<file path="src/rtl/fetch_sequencer.sv">
// rtl/fetch_sequencer.sv - instruction fetch sequencer between program ROM and command buffer
//
// Purpose: walks the PC through program ROM and pushes each 14-bit word into
// the command buffer strictly in order. A word rejected by a full buffer is
// held and retried (STALL) while the ROM pipeline restarts behind it. The
// block hands paired words to DECODE, tracks buffer occupancy, and handles
// branch redirect/flush and halt.
//
// Ports:
//   clk, reset          posedge clock, synchronous active-high reset
//   run                 start fetching from IDLE
//   halt                stop issuing ROM reads, drain pending word, go IDLE
//   redirect            branch taken (1-cycle pulse), new PC on redirect_addr
//   rom_en, rom_addr    ROM read request
//   rom_data            ROM word, valid one cycle after rom_en
//   buf_write, buf_wdata  word write to the command buffer
//   buf_full            buffer rejects the write presented this cycle
//   decode_ready        DECODE requests a command
//   buf_read            pops one command (two words) from the buffer
//   flush               one-cycle clear pulse to buffer and DECODE
//   occupancy           words currently held in the buffer
//   state               0 IDLE, 1 FETCH, 2 STALL, 3 FLUSH
//
// Build option: define FETCH_STATS_EN to add the stall_cycles (16-bit) and
// flush_count (8-bit) saturating counter outputs.

module fetch_sequencer #(
  parameter int DATA_W = 14,
  parameter int ADDR_W = 12,
  parameter int REGS   = 16
) (
  input  logic                    clk,
  input  logic                    reset,
  input  logic                    run,
  input  logic                    halt,
  input  logic                    redirect,
  input  logic [ADDR_W-1:0]       redirect_addr,
  output logic                    rom_en,
  output logic [ADDR_W-1:0]       rom_addr,
  input  logic [DATA_W-1:0]       rom_data,
  output logic                    buf_write,
  output logic [DATA_W-1:0]       buf_wdata,
  input  logic                    buf_full,
  input  logic                    decode_ready,
  output logic                    buf_read,
  output logic                    flush,
  output logic [$clog2(REGS):0]   occupancy,
`ifdef FETCH_STATS_EN
  output logic [15:0]             stall_cycles,
  output logic [7:0]              flush_count,
`endif
  output logic [1:0]              state
);

  localparam int OCC_W = $clog2(REGS) + 1;

  typedef enum logic [1:0] {
    S_IDLE  = 2'd0,
    S_FETCH = 2'd1,
    S_STALL = 2'd2,
    S_FLUSH = 2'd3
  } state_t;

  state_t              r_state;
  state_t              w_state_next;

  logic [ADDR_W-1:0]   r_pc;
  logic                r_inflight;       // ROM read issued last cycle, data on rom_data now
  logic [ADDR_W-1:0]   r_inflight_addr;
  logic                r_wr_valid;       // word presented on buf_write; doubles as the skid
  logic [DATA_W-1:0]   r_wr_data;
  logic [ADDR_W-1:0]   r_wr_addr;
  logic [OCC_W-1:0]    r_occ;
  logic                r_halting;

  logic                w_flush_req;
  logic                w_occ_full;
  logic                w_halting;
  logic                w_rom_en;
  logic                w_buf_write;
  logic                w_reject;
  logic                w_accept;
  logic                w_buf_read;

  // Redirect in IDLE only reloads the PC; everywhere else it flushes.
  assign w_flush_req = redirect && (r_state != S_IDLE);
  assign w_occ_full  = (r_occ == OCC_W'(REGS));
  assign w_halting   = halt || r_halting;
  assign w_rom_en    = (r_state == S_FETCH) && !w_halting;

  // A full occupancy count withholds the strobe but is treated exactly like a
  // buffer rejection, so the word parks in the skid and the PC rewinds.
  assign w_buf_write = r_wr_valid && !w_occ_full;
  assign w_reject    = r_wr_valid && (buf_full || w_occ_full);
  assign w_accept    = w_buf_write && !buf_full;
  assign w_buf_read  = decode_ready && (r_occ >= OCC_W'(2)) &&
                       (r_state != S_FLUSH) && !w_flush_req;

  always_ff @(posedge clk) begin
    if (reset) begin
      r_state <= S_IDLE;
    end else begin
      r_state <= w_state_next;
    end
  end

  always_comb begin
    w_state_next = r_state;
    rom_en       = w_rom_en;
    rom_addr     = r_pc;
    buf_write    = w_buf_write;
    buf_wdata    = r_wr_data;
    buf_read     = w_buf_read;
    flush        = (r_state == S_FLUSH);
    occupancy    = r_occ;
    state        = r_state;
    case (r_state)
      S_IDLE:  if (run) w_state_next = S_FETCH;
      S_FETCH: begin
        if (w_reject) begin
          w_state_next = S_STALL;
        end else if (w_halting && !r_inflight && !r_wr_valid) begin
          w_state_next = S_IDLE;
        end
      end
      S_STALL: if (w_accept) w_state_next = w_halting ? S_IDLE : S_FETCH;
      S_FLUSH: w_state_next = S_FETCH;
      default: w_state_next = S_IDLE;
    endcase
    if (w_flush_req) w_state_next = S_FLUSH;
  end

  always_ff @(posedge clk) begin
    if (reset) begin
      r_pc            <= '0;
      r_inflight      <= 1'b0;
      r_inflight_addr <= '0;
      r_wr_valid      <= 1'b0;
      r_wr_data       <= '0;
      r_wr_addr       <= '0;
      r_occ           <= '0;
      r_halting       <= 1'b0;
    end else if (w_flush_req) begin
      r_pc       <= redirect_addr;
      r_inflight <= 1'b0;
      r_wr_valid <= 1'b0;
      r_occ      <= '0;
      r_halting  <= 1'b0;
    end else begin
      if ((r_state == S_IDLE) && redirect) begin
        r_pc <= redirect_addr;
      end else if (w_reject) begin
        // Refetch right behind the parked word; reads issued after it are dropped.
        r_pc <= r_wr_addr + ADDR_W'(1);
      end else if (w_rom_en) begin
        r_pc <= r_pc + ADDR_W'(1);
      end

      r_inflight      <= w_rom_en && !w_reject;
      r_inflight_addr <= r_pc;

      // On a reject the presented word is held (skid) and the word arriving
      // from ROM this cycle is discarded; it will be fetched again.
      if (!w_reject) begin
        r_wr_valid <= r_inflight;
        if (r_inflight) begin
          r_wr_data <= rom_data;
          r_wr_addr <= r_inflight_addr;
        end
      end

      r_occ <= r_occ + OCC_W'(w_accept) - (w_buf_read ? OCC_W'(2) : OCC_W'(0));

      if (w_state_next == S_IDLE) begin
        r_halting <= 1'b0;
      end else if (((r_state == S_FETCH) || (r_state == S_STALL)) && halt) begin
        r_halting <= 1'b1;
      end
    end
  end

`ifdef FETCH_STATS_EN
  logic [15:0] r_stall_cycles;
  logic [7:0]  r_flush_count;

  always_ff @(posedge clk) begin
    if (reset) begin
      r_stall_cycles <= '0;
      r_flush_count  <= '0;
    end else begin
      if ((r_state == S_STALL) && (r_stall_cycles != 16'hFFFF)) begin
        r_stall_cycles <= r_stall_cycles + 16'd1;
      end
      if (w_flush_req && (r_flush_count != 8'hFF)) begin
        r_flush_count <= r_flush_count + 8'd1;
      end
    end
  end

  assign stall_cycles = r_stall_cycles;
  assign flush_count  = r_flush_count;
`endif

endmodule

</file>
<file path="config.mk">
export PLATFORM = sky130hd
export DESIGN_NAME = fetch_sequencer
export DESIGN_NICKNAME = d
export VERILOG_FILES = /design/src/rtl/fetch_sequencer.sv
export SDC_FILE = /design/constraint.sdc
export NUM_CORES = 1
export LEC_CHECK = 0
export BUFFER_PORTS_ARGS = -buffer_cell sky130_fd_sc_hd__buf_2
export CAP_MARGIN = 20
export CELL_PAD_IN_SITES_DETAIL_PLACEMENT = 1
export CELL_PAD_IN_SITES_GLOBAL_PLACEMENT = 1
export CORE_MARGIN = 2
export CORE_UTILIZATION = 39
export CTS_CLUSTER_SIZE = 20
export DETAILED_ROUTE_END_ITERATION = 16
export PLACE_DENSITY = 0.9
export SLEW_MARGIN = 30
export SYNTH_ARGS = -nofsm -noshare
export SYNTH_HDL_FRONTEND = slang
export SYNTH_SLANG_ARGS = --single-unit
</file>
<file path="constraint.sdc">
create_clock -name clk -period 3.15 [get_ports clk]
set_input_delay 0.1575 -clock clk [delete_from_list [all_inputs] [get_ports clk]]
set_output_delay 0.1575 -clock clk [all_outputs]
set_load 0.05 [all_outputs]
</file>
Word-level counts from Yosys, hierarchy flattened --
Index checks and enable logic that the tools add are counted.
Storage, ports and cells: bits in registers 60, bits of input ports 33, output and inout port bits 37, word-level logic and storage cells 63
Operators by class: add/sub/neg operators 4, magnitude comparators 1, eq/ne operators 5, mux-type cells 12, bitwise gates (word level) 2, reductions and logical operators 30
Operators by type and width (number):
- 2-to-1 mux 12 bit | 4
- adder 12 x 1 -> 12 bit, second input constant | 2
- logical AND 1 bit | 13
- 2-to-1 mux 2 bit | 6
- one-hot mux 2 bit (4 select lines) | 1
- zero test 1 bit | 7
- adder 5 x 1 -> 5 bit | 1
- == test 5 bit, second input constant | 1
- greater-or-equal comparator 5 x 2 -> 1 bit, second input constant | 1
- subtractor 5 x 2 -> 5 bit | 1
- == test 2 bit, second input constant | 2
- zero test 2 bit | 2
- nonzero test 4 bit | 1
- logical OR 1 bit | 3
- AND reduction 3 bit | 1
- OR reduction 3 bit | 1
- == test 2 x 1 -> 1 bit, second input constant | 1
- inequality test 2 bit, second input constant | 1
- inverter 1 bit | 2
- nonzero test 2 bit | 1
- OR reduction 2 bit | 1
- 2-to-1 mux 1 bit | 1

Longest topological paths before layout --
depth after elaboration 9, gate-level depth with buffers 15

Worst setup path before layout --
No wires, ideal clock.
path kind register to register, from register r_occ[3] (netlist: occupancy[3]), to register r_pc[8] (netlist: rom_addr[8]), arrival 2.834 ns, required time 3.015 ns, path slack 0.181 ns, cell stages (with the launch flop) 14, path buffers 1, cells stage by stage dfxtp_1 -> inv_1 -> ha_1 -> and4bb_4 -> o21ai_4 -> buf_6 -> mux2_2 -> ha_1 -> nand3_1 -> nor2_1 -> and3_1 -> a22oi_1 -> xnor2_1 -> a21oi_1
On the way: longest elaborated chain between the ends 6, elaborated cells between the ends (all ways) 7
Ends and longest elaborated chain:
- start: declaration | RTL line 73 | logic [OCC_W-1:0] r_occ;
- start signal: assignment | RTL line 172 | r_occ <= r_occ + OCC_W'(w_accept) - (w_buf_read ? OCC_W'(2) : OCC_W'(0));
- == test 5 bit * | RTL line 87 | assign w_occ_full = (r_occ == OCC_W'(REGS));
- logical OR 1 bit * | RTL line 94 | assign w_reject = r_wr_valid && (buf_full || w_occ_full);
- logical AND 1 bit * | RTL line 94
- 2-to-1 mux 12 bit | RTL line 152 | end else if (w_reject) begin
- 2-to-1 mux 12 bit | RTL line 150 | if ((r_state == S_IDLE) && redirect) begin
- 2-to-1 mux 12 bit | RTL line 143 | end else if (w_flush_req) begin
- end signal: assignment | RTL line 144 | r_pc <= redirect_addr;
- end signal: assignment | RTL line 151 | r_pc <= redirect_addr;
- end signal: assignment | RTL line 154 | r_pc <= r_wr_addr + ADDR_W'(1);
- end: declaration | RTL line 67 | logic [ADDR_W-1:0] r_pc;
Every way passes the cells marked *; elsewhere a longest branch is shown, timed or not. A chain may end at the register's enable or synchronous reset.

Final worst setup path --
from register r_occ[2] (netlist: occupancy[2]), to register r_pc[8] (netlist: rom_addr[8])
The elaborated chain is that of the path after synthesis.

==> summary.md <==
| Metric | Value |
|---|---|
| Top cell type's share of synthesized area | `40.4%` |
| Area Growth Syn to Fin | `20.4%` |
| Crit Path Category | `flop to flop` |
| Post-DP HPWL | `6.44 mm` |
| Grt ovf | `0` |
| Port Buffers | `69` |
| Vias per cell | `5.32` |
| Slew Viols, Final | `0` |
| Final setup viols | `0` |
| Seq cells post-synth | `60` |
| Most common cell after layout, fill and taps aside | `nand2_1` |
| Post-synthesis sequential area ratio | `40.4%` |
| Die Ht | `91.3 um` |
| Clock-pin slew on the worst setup and hold paths | `0.07 ns` |
| DIE AREA | `8340 um2` |
| Maximum root-to-sink buffer count | `2` |
| IO Pins | `70` |
| Worst reg2reg path startpoint | `occupancy[2]` |
| Min-Delay Path Class | `primary input to flop` |
| Total chip power | `0.00227 W` |
| Rows | `31` |
| Core Util, Final | `48.8%` |
| CORE AREA | `7330 um2` |
| Largest net degree at the start of global routing | `35` |
| Total number of vias | `2,917` |
| TritonCTS Buffers | `9` |
| Max IR drop VDD | `0.000204 V` |
| Worst setup SP type | `flop` |
| GRT Overall Usage | `22.5%` |
| Clock H-tree levels | `3` |
| Worst r2r dst | `rom_addr[8]` |
| Commonest cells after routing, fill and taps aside | `nand2_1, buf_2, dfxtp_1` |
| Setup TNS | `0 ns` |
| Initial antenna violation count | `0` |
| Final clock skew | `0.0137 ns` |
| # fillers | `933` |
| Average size of a mapped cell | `7.82 um2` |
| Post-Syn Area | `2970 um2` |
| Layout cells sized above 1 | `21.8%` |
| R2R Setup Slk | `0.26 ns` |
| DRC Markers | `0` |
| Syn Nets | `426` |
| Distinct cell type count after synthesis | `39` |
| Critical path startpoint | `occupancy[2]` |
| Register area | `1200 um2` |
| Final hold violations | `0` |
| CTS Sinks | `60` |
| CTS tree | `yes` |
| R2R cell count | `14` |
| Skew-Pair Late Insertion Delay | `0.35 ns` |
| Final period utilization | `91.6%` |
| Pwr dens | `634 nW/um2` |
| Outcome | `completed` |
| Slew Limit Headroom | `52.0%` |
| Worst Hold Depth | `3` |
| Hold wc startpoint | `rom_data[1]` |
| Area of the multi-input gates | `1610 um2` |
| Vias in the first global route | `3,037` |
| Final #Nets | `490` |
| Hold EP | `buf_wdata[1]` |
| RD Place Congestion | `0.855` |
| Worst hold margin | `0.0513 ns` |
| Gate Count Post-Synth | `380` |
| Final cell count without fillers | `548` |
| RSZ-0062 raised after global routing | `no` |
| Max Clk Rate | `0.346 GHz` |
| Worst-margin pin slew | `0.718 ns` |
| ANT nets after route | `0` |
| Cells after DPL | `532` |
| ANT cells | `0` |
| Main area contributors after synthesis | `dfxtp_1, nand2_1, a21oi_1` |
| First-pass GRT wire length | `15.0 mm` |
| Final wirelength | `8.90 mm` |
| Arrival time of the worst setup path | `3.10 ns` |
| Crit Path Max Fanout | `22` |
| Req. time, crit path | `3.36 ns` |
| Worst Setup End Kind | `flop` |
| P_leak | `1.58 nW` |
| Iteration-0 DRC count of the detailed router | `143` |
| Area leader, netlist | `dfxtp_1` |
| # hold bufs at CTS | `0` |
| Detailed-route wire length per cell | `16.2 um` |
| Drt first pass iters | `4` |
| Die width | `91.3 um` |
| Initial Util | `40.6%` |
| Max cap viols | `0` |
| Min Tclk post-route | `2.89 ns` |
| Clk root buf | `clkbuf_8` |
| YS warnings | `0` |
==> layout make-up <==
| cell class | count | area share (%) |
|---|---|---|
| multi-input cells | 283 | 44.9 |
| flip-flops and latches | 60 | 33.6 |
| repair buffers | 74 | 10.7 |
| clock buffers | 12 | 4.34 |
| well taps | 99 | 3.46 |
| inverters | 16 | 1.68 |
| clock inverters | 4 | 1.33 |
==> metrics by stage <==
step | worst slack, ns | cell area [um2]
after CTS | 0.198 | 3570
after global placement | 0.470 | 3370
after global routing | 0.0283 | 3580
after detailed placement | 0.283 | 3370
after floorplan | 0.181 | 2970
final | 0.263 | 3580
==> flip-flops by register name, summed over array words and instances, names as in the netlist <==
register         count
occupancy            5
state                2
r_wr_valid           1
rom_addr            12
r_inflight_addr     12
buf_wdata           14
r_halting            1
r_wr_addr           12
r_inflight           1
==> cells in the mapped netlist <==
cell type	instances
nand4b_1	1
and4bb_4	1
o31a_1	1
a311o_1	1
nor3_1	8
mux2_2	1
a22oi_1	2
clkbuf_1	13
nor3b_1	2
nand3_1	6
o21a_1	4
nand2_1	96
a211oi_1	5
buf_6	3
ha_1	13
or3_1	1
xor2_1	6
mux2i_1	10
o22ai_1	2
nor2_1	25
a21o_1	1
a2111oi_2	1
buf_2	5
nor2_2	1
or2_2	2
o21ai_0	8
nor2b_1	4
xnor2_1	10
a21oi_1	52
o21ai_1	1
o211ai_1	1
a41oi_1	1
nand4_1	4
and4_1	3
dfxtp_1	60
a31oi_1	2
inv_1	16
and3_1	6
o21ai_4	1
==> worst max-delay path by stage <==
stage	endpoint	slack, ns	cells past startpoint
4_1_cts	rom_addr[8]	0.20	14
2_1_floorplan	rom_addr[8]	0.18	13
3_5_place_dp	rom_addr[4]	0.28	14
6_report	rom_addr[8]	0.26	14
3_3_place_gp	rom_addr[6]	0.47	14
5_1_grt	rom_addr[8]	0.03	14
==> where the power goes <==
group | leakage (nW) | internal, W | switching [W]
logic | 0.989 | 0.000226 | 0.000452
registers | 0.489 | 0.000815 | 0.0000620
clock network | 0.102 | 0.000406 | 0.000308
total | 1.58 | 0.00145 | 0.000822
==> cells by family after synthesis <==
group / Yosys count / share of synthesized area, %
compound gates: 83 / 16.4
xor+xnor: 16 / 4.71
fa+ha+maj: 13 / 5.47
buf+inv: 37 / 5.64
flops: 60 / 40.4
mux: 11 / 3.75
simple gates: 160 / 23.7
==> worst max-delay path: stages (launching register included) <==
cell and delay (ns):
dfxtp_1 0.38, inv_1 0.08, ha_1 0.21, and4bb_4 0.23, o21ai_4 0.13, buf_4 0.29
nand2_1 0.09, nand2_1 0.08, ha_1 0.26, nand3_1 0.18, nor2_1 0.19, and3_1 0.18
a22oi_1 0.09, xnor2_1 0.25, a21oi_1 0.11
==> timing repair <==
action / 4_1_cts / 5_1_grt
setup endpoints to repair: 0 / 1
setup buffers: 0 / 0
gates resized for setup: 0 / 1
==> per-layer routing <==
layer  track usage [%]  routed length (um)  vias to the layer above  share of wire [%]
met5                 0                   0                        -                  0
met4              7.20                 134                        0                1.5
met3              4.73                 373                       11                4.2
met2              39.8                4590                       80                 52
met1              27.2                3800                     1422                 43
li1                  -                   -                     1404                  -
Note: power is estimated with default switching activity, not from simulation.
